`src/rtl/sig_hs_tx.sv`:
```
`timescale 1ns/1ps
// sig_hs_tx: source half of a two-phase toggle handshake. Holds each accepted word on
// cdc_data_o, announces it by toggling cdc_req_o, and waits for the synchronized ack toggle.
module sig_hs_tx #(
  parameter int DATA_WTH = 32,
  parameter int SYNC_DLY = 2,
  parameter int TMO_CYC  = 0
) (
  input  logic                clk_i,
  input  logic                rst_i,
  input  logic                src_vld_i,
  output logic                src_rdy_o,
  input  logic [DATA_WTH-1:0] src_data_i,
  output logic                cdc_req_o,
  output logic [DATA_WTH-1:0] cdc_data_o,
  input  logic                cdc_ack_i,
  output logic                busy_o,
  output logic                tmo_err_o,
  input  logic                tmo_clr_i
);
  localparam int TMO_W = (TMO_CYC > 0) ? $clog2(TMO_CYC + 1) : 1;

  typedef enum logic [0:0] {
    ST_IDLE = 1'b0,
    ST_WAIT = 1'b1
  } state_t;

  state_t              state;
  state_t              state_nxt;
  logic [SYNC_DLY-1:0] ack_sync;
  logic                ack_s;
  logic                accept;
  logic                tmo_set;

  // Ack synchronizer chain; the only reader of cdc_ack_i.
  always_ff @(posedge clk_i or posedge rst_i) begin
    if (rst_i) begin
      ack_sync <= {SYNC_DLY{1'b0}};
    end else begin
      ack_sync <= {ack_sync[SYNC_DLY-2:0], cdc_ack_i};
    end
  end

  assign ack_s = ack_sync[SYNC_DLY-1];

  // State register.
  always_ff @(posedge clk_i or posedge rst_i) begin
    if (rst_i) begin
      state <= ST_IDLE;
    end else begin
      state <= state_nxt;
    end
  end

  // Next-state decode and accept strobe.
  always_comb begin
    state_nxt = state;
    accept    = 1'b0;
    case (state)
      ST_IDLE: begin
        if (src_vld_i) begin
          accept    = 1'b1;
          state_nxt = ST_WAIT;
        end else begin
          state_nxt = ST_IDLE;
        end
      end
      ST_WAIT: begin
        if (ack_s == cdc_req_o) begin
          state_nxt = ST_IDLE;
        end else begin
          state_nxt = ST_WAIT;
        end
      end
      default: begin
        state_nxt = ST_IDLE;
      end
    endcase
  end

  assign src_rdy_o = (state == ST_IDLE);
  assign busy_o    = (state == ST_WAIT);

  // Request toggle and held word; both change only on the accept edge.
  always_ff @(posedge clk_i or posedge rst_i) begin
    if (rst_i) begin
      cdc_req_o  <= 1'b0;
      cdc_data_o <= {DATA_WTH{1'b0}};
    end else if (accept) begin
      cdc_req_o  <= ~cdc_req_o;
      cdc_data_o <= src_data_i;
    end
  end

  generate
    if (TMO_CYC > 0) begin : g_tmo
      logic [TMO_W-1:0] tmo_cnt;

      // Saturating count of WAIT cycles for the current transfer.
      always_ff @(posedge clk_i or posedge rst_i) begin
        if (rst_i) begin
          tmo_cnt <= {TMO_W{1'b0}};
        end else if (accept) begin
          tmo_cnt <= {TMO_W{1'b0}};
        end else if ((state == ST_WAIT) && (tmo_cnt != TMO_W'(TMO_CYC))) begin
          tmo_cnt <= tmo_cnt + {{(TMO_W-1){1'b0}}, 1'b1};
        end
      end

      // Fires once, on the cycle the count steps onto TMO_CYC, so a clear stays effective.
      assign tmo_set = (state == ST_WAIT) && (tmo_cnt == TMO_W'(TMO_CYC - 1));
    end else begin : g_no_tmo
      assign tmo_set = 1'b0;
    end
  endgenerate

  // Sticky timeout flag; a set in the same cycle as a clear wins.
  always_ff @(posedge clk_i or posedge rst_i) begin
    if (rst_i) begin
      tmo_err_o <= 1'b0;
    end else if (tmo_set) begin
      tmo_err_o <= 1'b1;
    end else if (tmo_clr_i) begin
      tmo_err_o <= 1'b0;
    end
  end

endmodule

```
`config.mk`:
```
export PLATFORM = sky130hd
export DESIGN_NAME = sig_hs_tx
export DESIGN_NICKNAME = d
export VERILOG_FILES = /design/src/rtl/sig_hs_tx.sv
export SDC_FILE = /design/constraint.sdc
export NUM_CORES = 1
export LEC_CHECK = 0
export BUFFER_PORTS_ARGS = -buffer_cell sky130_fd_sc_hd__buf_2
export CORE_ASPECT_RATIO = 1.2
export CORE_MARGIN = 10
export CORE_UTILIZATION = 45
export CTS_BUF_LIST = sky130_fd_sc_hd__clkbuf_16
export DETAILED_ROUTE_END_ITERATION = 8
export PLACE_DENSITY = 0.76
export SYNTH_ARGS = -nofsm -noshare
export SYNTH_HDL_FRONTEND = slang
export SYNTH_SLANG_ARGS = --single-unit
```
`constraint.sdc`:
```
create_clock -name clk_i -period 2 [get_ports clk_i]
set_clock_uncertainty 0.2 [all_clocks]
set_input_delay 0.4 -clock clk_i [delete_from_list [all_inputs] [get_ports clk_i]]
set_output_delay 0.4 -clock clk_i [all_outputs]
set_load 0.02 [all_outputs]
```
==> results of run 1 <==
[cells by family after synthesis]
| group | count (synthesis) | share of synthesized area |
|---|---|---|
| buffers and inverters | 7 | 0.04600 |
| flip-flops | 36 | 0.6133 |
| XOR/XNOR | 2 | 0.01193 |
| AND/OR/NAND/NOR | 1 | 0.004262 |
| multiplexers | 32 | 0.3169 |
| AO/OA/AOI/OAI | 1 | 0.005113 |
| other | 1 | 0.002553 |
[through the flow]
stage / util / instances / cell area (sq um) / worst slack (ns)
after global placement: 0.5937 / 184 / 1847 / 0.4568
after detailed placement: 0.5937 / 184 / 1847 / 0.4225
after global routing: 0.6376 / 192 / 1983 / 0.4182
after floorplan: - / 80 / 1469 / 0.4599
after CTS: 0.6376 / 192 / 1983 / 0.4506
final: 0.6376 / 192 / 1983 / 0.4656
[worst reg2reg max path: cells and delay by family, from the launching register on]
kind	cells	cell delay, ns
buffers and inverters	1	0.24
DFF	1	0.43
muxes	1	0.37
and+or+nand+nor	1	0.17
[registers in the layout (all words and copies together), names as in the netlist]
name,cells
ack_sync,2
busy_o,1
cdc_data_o,32
cdc_req_o,1
[worst min-delay path by stage]
stage / from / to
after CTS: rst_i / cdc_data_o[27]
final: rst_i / cdc_data_o[0]
after detailed placement: ack_sync[0] / ack_sync[1]
after global routing: cdc_ack_i / ack_sync[0]
after global placement: ack_sync[0] / ack_sync[1]
after floorplan: ack_sync[0] / ack_sync[1]
[per-layer routing]
layer / vias up / global-route usage / routed length, um
li1: 422 / - / -
met1: 462 / 0.1095 / 1177
met2: 33 / 0.2137 / 1921
met3: 2 / 0.06325 / 276
met4: 0 / 0.03488 / 15
met5: - / 0 / 0
[area by class of cell]
class	instances	area, sq um	area share
sequential	36	900.9	0.4543
multi-input combinational	37	508.0	0.2562
timing repair buffer	73	385.4	0.1943
clock buffer	5	125.1	0.06309
tap	36	45.04	0.02271
clock inverter	3	11.26	0.005678
inverter	2	7.507	0.003785
[layout by cell type (no fill, tap or decap), drive strengths merged]
cell type and count:
dfrtp 36, mux2 32, xor2 2, buf 73, conb 1, nor2b 1, inv 4, clkbuf 5
clkinv 1, a21o 1
[power groups by stage]
| stage | Combinational, mW | Clock [mW] | Sequential [mW] |
|---|---|---|---|
| 2_1_floorplan | 0.708 | 0 | 1.72 |
| 3_3_place_gp | 1.64 | 0 | 1.27 |
| 3_5_place_dp | 1.66 | 0 | 1.30 |
| 4_1_cts | 1.67 | 0.723 | 1.30 |
| 5_1_grt | 1.74 | 0.763 | 1.35 |
| 6_report | 1.63 | 0.702 | 1.29 |
==> qor.csv, run 1 <==
stage,metric,value,unit
cts,cts_setup_buffers,0,
cts,cts_tree,yes,
die,die_y,82.59,um
grt,grt_pass1_wl,5.444,mm
power,vdd.ir_drop.worst,1173,uV
worst_setup_path,crit_start,busy_o,
sta,finalCriticalPeriod,1.534,ns
worst_setup_path,reg2reg_depth,3,
final_layout,fillCellCount,243,
drt,vias,919,
drt,wl,3.390,mm
synthesis,ys_top_cells_by_area,"dfrtp_1 (61%), mux2_4 (29%), mux2_2 (3.1%)",
grt,grt_antenna_before_repair,0,
power,leakage,1.053,nW
cts,cts_made_buffers,5,
worst_setup_path,crit_type,register to output port,
worst_setup_path,path_buf_inv,2,
sta,period_share,0.7672,
cts,cts_resized,0,
cts,numClockSinks,36,
grt,grt_pass1_vias,1102,
die,start_util,0.4722,
synthesis,yosys_warnings,0,
grt,grt_max_degree,37,
grt,overflow,0,
worst_setup_path,path_depth,2,
power,p_seq_frac,0.356,
synthesis,ys_seq_elements,36,
drt,ant_nets,0,
cts,cts_max_path_buffers,2,
final_layout,nNetsFinal,192,
synthesis,yosysTopAreaCell,dfrtp_1,
drt,drtIter0Drc,26,
die,rows,22,
worst_setup_path,regToRegStartpoint,busy_o,
worst_setup_path,cp_data_required_time,1.40,ns
drt,drcViolationCount,0,
synthesis,synth_top_flop_cell,dfrtp_1,
die,io_pins,73,
worst_setup_path,cp-start-kind,register,
drt,vias_per_cell,4.786,
die,die_area,5959,sq um
drt,wl_per_cell,17.66,um
drt,first_pass_iters,3,
synthesis,syn_avg_cell_area,18.36,sq um
run_status,status,"complete, no violations",
worst_setup_path,arrival,0.93,ns
synthesis,synthDistinctLibCells,11,
power,swShare,0.3613,
synthesis,netlist_area,1469,sq um
worst_setup_path,endpoint_kind,output port,
sta,setup_viol,0,
sta,rsz0062_at_grt,false,
sta,whs,0.03151,ns
synthesis,synthCells,80,
flow_run,drv_cap,0,
final_layout,drive_gt1_frac,0.7115,
synthesis,async_flop_share,1.000,
synthesis,yosysMostFrequentCell,dfrtp_1,
final_layout,diodes,0,
worst_setup_path,crit_fanout,4,
synthesis,yosysSeqAreaShare,0.6133,
power,power.density,1829,nW/um^2
synthesis,synth_common_cells,"dfrtp_1 (36), mux2_4 (28), mux2_2 (4)",
cts,clk_pin_slew,0.05,ns
worst_setup_path,crit_slowest_cell,dfrtp_1,
worst_setup_path,slowest_delay,0.43,ns
place,hpwl,2.614,mm
power,intPower,2.317,mW
synthesis,synth.top_cell.area_share,0.6133,
worst_setup_path,reg2reg_setup_slack,0.48,ns
worst_setup_path,cp_top_family,flip-flops,
synthesis,syn-num-nets,117,
power,p_sw,1.311,mW
place,port_buffers,70,
worst_setup_path,r2r_end,cdc_data_o[5],
worst_hold_path,hold_class,input pin to async pin,
cts,h-tree-depth,2,
die,core_area,3110,sq um
power,power,3.628,mW
sta,fmax,651.7,MHz
place,gp_congestion,0.6937,
sta,drv_slew,0,
cts,root_buffer,clkbuf_16,
power,combPwrFrac,0.451,
final_layout,synthToLayoutAreaGrowth,35.01,%
worst_setup_path,path_cells,inv_1 -> buf_2,
power,clkPwrFrac,0.194,
sta,hold_viol,0,
worst_setup_path,crit_end,src_rdy_o,
cts,worstSkewPairLatency,0.27,ns
sta,finalSetupTns,0,ns
die,die_x,72.16,um
grt,grt_util_all_layers,0.1167,
synthesis,synth_edf_count,0,
cts,holdBufCountCts,0,
Note: power is estimated with default switching activity, not from simulation.
==> run 2, diff against run 1 <==
--- a/config.mk
+++ b/config.mk
@@ -5,13 +5,14 @@
 export SDC_FILE = /design/constraint.sdc
 export NUM_CORES = 1
 export LEC_CHECK = 0
+export ABC_AREA = 1
 export BUFFER_PORTS_ARGS = -buffer_cell sky130_fd_sc_hd__buf_2
 export CORE_ASPECT_RATIO = 1.2
 export CORE_MARGIN = 10
-export CORE_UTILIZATION = 45
+export CORE_UTILIZATION = 39
 export CTS_BUF_LIST = sky130_fd_sc_hd__clkbuf_16
 export DETAILED_ROUTE_END_ITERATION = 8
-export PLACE_DENSITY = 0.76
+export PLACE_DENSITY = 0.71
 export SYNTH_ARGS = -nofsm -noshare
 export SYNTH_HDL_FRONTEND = slang
 export SYNTH_SLANG_ARGS = --single-unit
==> constraint.sdc (replaced) <==
create_clock -name clk_i -period 1.3 [get_ports clk_i]
set_clock_uncertainty 0.2 [all_clocks]
set_input_delay 0.26 -clock clk_i [delete_from_list [all_inputs] [get_ports clk_i]]
set_output_delay 0.26 -clock clk_i [all_outputs]
set_load 0.02 [all_outputs]
==> run 2 against run 1 <==
Against the previous run: the flow now finishes with violations (negative setup slack); critical path depth is the same; wire length grew 30%; synthesized area shrank 5.5%; non-clock buffer count grew 42; flip-flop and latch count is the same; via count grew 45%; synthesized cell count grew 91%; critical path type unchanged.
==> qor.csv, run 2 <==
stage,metric,value,unit,change
run_status,status,"finished, violations left",,
run_status,failed_checks,negative setup slack,,
final_layout,nNetsFinal,305,,+59%
synthesis,synth_top_flop_cell,dfrtp_1,,
die,start_util,0.4090,,-0.06325
synthesis,ys_top_cells_by_area,"dfrtp_1 (65%), nand2_1 (28%), buf_6 (2.4%)",,
place,port_buffers,70,,unchanged
final_layout,stdcell_count,306,,+59%
power,intPower,3.400,mW,+47%
grt,grt_antenna_before_repair,0,,unchanged
drt,first_pass_iters,4,,+1
flow_run,drv_cap,0,,unchanged
sta,drv_slew,0,,unchanged
die,core_area,3396,sq um,+9.2%
synthesis,synthCells,153,,+91%
cts,cts_made_buffers,5,,unchanged
die,die_area,6358,sq um,+6.7%
power,swShare,0.3944,,+0.03304
worst_hold_path,hold_class,input pin to register,,
final_layout,fillCellCount,245,,+0.82%
cts,root_buffer,clkbuf_16,,
synthesis,synth_edf_count,0,,unchanged
cts,h-tree-depth,2,,unchanged
synthesis,synth.top_cell.area_share,0.6486,,+0.03536
cts,cts_tree,yes,,
drt,vias,1331,,+45%
final_layout,diodes,0,,unchanged
grt,overflow,0,,unchanged
place,hpwl,2.656,mm,+1.6%
final_layout,layout_common_cells,"nand2_1 (102), buf_2 (57), dfrtp_1 (36)",,
place,placed_cells,257,,+40%
die,die_y,85.37,um,+3.4%
drt,drcViolationCount,0,,unchanged
synthesis,yosys_warnings,0,,unchanged
sta,finalSetupTns,-0.03910,ns,-0.03910 ns
worst_setup_path,arrival,0.88,ns,-0.05 ns
drt,wl_per_cell,14.37,um,-19%
cts,clk_pin_slew,0.05,ns,about the same
synthesis,yosysTopAreaCell,dfrtp_1,,
final_layout,largest_register_ffs,32,,unchanged
cts,cts_max_path_buffers,2,,unchanged
final_layout,largest_register,cdc_data_o,,
power,p_seq_frac,0.344,,-0.012
sta,period_share,1.030,,
cts,worstSkewPairLatency,0.27,ns,about the same
synthesis,yosysSeqAreaShare,0.6486,,+0.03536
grt,grt_pass1_vias,1383,,+25%
place,placedInstanceArea,1764,sq um,-4.5%
place,gp_congestion,0.7016,,+1.1%
final_layout,design_area,2360,sq um,+19%
synthesis,synth_common_cells,"nand2_1 (102), dfrtp_1 (36), buf_4 (4), buf_6 (3), inv_1 (3)",,
synthesis,async_flop_share,1.000,,unchanged
sta,setup_slack,-0.03910,ns,-0.5047 ns
sta,whs,0.005325,ns,-0.02619 ns
power,power.density,2379,nW/um^2,+30%
synthesis,syn_avg_cell_area,9.077,sq um,-51%
worst_setup_path,cp-start-kind,register,,
die,rows,23,,+4.5%
sta,setup_viol,1,,+1
cts,numClockSinks,36,,unchanged
drt,vias_per_cell,4.350,,-9.1%
power,p_sw,2.214,mW,+69%
final_layout,synthToLayoutAreaGrowth,69.91,%,
worst_setup_path,crit_fanout,3,,-1
drt,ant_nets,0,,unchanged
place,pre_cts_ws,0.04939,ns,-0.3731 ns
sta,hold_viol,0,,unchanged
grt,grt_max_degree,37,,unchanged
synthesis,syn-num-nets,190,,+62%
final_layout,reg_top3,"cdc_data_o (32), ack_sync (2)",,
power,vdd.ir_drop.worst,1362,uV,+16%
worst_setup_path,endpoint_kind,output port,,
power,leakage,1.353,nW,+28%
worst_setup_path,crit_type,register to output port,,
die,io_pins,73,,unchanged
synthesis,synthDistinctLibCells,10,,-1
synthesis,netlist_area,1389,sq um,-5.5%
final_layout,final_common_cell,nand2_1,,
sta,finalCriticalPeriod,1.339,ns,
die,die_x,74.48,um,+3.2%
power,combPwrFrac,0.462,,+0.011
sta,rsz0062_at_grt,true,,
grt,grt_pass1_wl,6.893,mm,+27%
worst_setup_path,cp_data_required_time,0.84,ns,-0.56 ns
drt,drtIter0Drc,54,,+110%
power,clkPwrFrac,0.195,,about the same
grt,grt_util_all_layers,0.1405,,+0.02382
final_layout,drive_gt1_frac,0.3346,,-0.3770
synthesis,ys_seq_elements,36,,unchanged
sta,fmax,746.8,MHz,
drt,wl,4.398,mm,+30%
synthesis,yosysMostFrequentCell,nand2_1,,
[run 2: cell types whose count changed in the layout (fill, tap and decap cells not counted), sizes merged, moves of 2 or more]
cell | previous run | this run
buf | 73 | 82
dlygate4sd3 | 0 | 33
inv | 4 | 7
mux2 | 32 | 0
nand2 | 0 | 103
xor2 | 2 | 0
[run 2: area by class of cell]
class                      count  area [sq um]  area share
multi-input combinational    105         402.9      0.1707
clock inverter                 3         11.26    0.004772
timing repair buffer         115         849.6      0.3600
clock buffer                   5         125.1     0.05302
inverter                       5         23.77     0.01007
tap                           37         46.29     0.01962
sequential                    36         900.9      0.3818
[run 2: cells by family after synthesis]
kind of cell / synth area share
buf+inv: 0.06126
flops: 0.6486
other cells: 0.002700
simple gates: 0.2874
[run 2: layer usage]
layer / GRT usage / vias up / part of all wire
li1: - / 680 / -
met5: 0 / - / 0
met2: 0.2183 / 54 / 0.48
met1: 0.1628 / 593 / 0.41
met4: 0.05517 / 0 / 0.014
met3: 0.06527 / 4 / 0.091
[run 2: worst max-delay path: stages, from the launching register on]
cell and delay, ns:
dfrtp_1 0.40, inv_2 0.09, buf_6 0.12
[run 2: power by group through the flow]
| stage | Combinational (mW) | Clock, mW | Sequential [mW] |
|---|---|---|---|
| 2_1_floorplan | 0.737 | 0 | 2.55 |
| 3_3_place_gp | 2.13 | 0 | 1.88 |
| 3_5_place_dp | 2.17 | 0 | 1.89 |
| 4_1_cts | 2.30 | 1.12 | 1.89 |
| 5_1_grt | 2.84 | 1.17 | 1.98 |
| 6_report | 2.59 | 1.09 | 1.93 |
[run 2: final timing paths]
path,start,endpoint,slack [ns],cells past startpoint
worst max-delay path,busy_o,src_rdy_o,-0.04,2
max in group asynchronous,rst_i,cdc_req_o,0.34,4
worst max register to register,busy_o,cdc_data_o[18],0.07,5
min in group asynchronous,rst_i,cdc_data_o[28],0.38,4
worst min register to register,ack_sync[0],ack_sync[1],0.15,0
worst min-delay path,src_data_i[18],cdc_data_o[18],0.005,3
[run 2: metrics by stage]
stage	utilization	total power, mW
after floorplan	-	3.288
after global placement	0.5195	4.009
after detailed placement	0.5195	4.061
after CTS	0.6618	5.308
after global routing	0.6949	5.988
final	0.6949	5.614
[run 2: timing repair]
action	in CTS	in global routing
gates resized for setup	3	20
endpoints found under the hold margin	68	0
endpoints found under the setup margin	3	47
hold buffers	33	0
buffers inserted	1	7
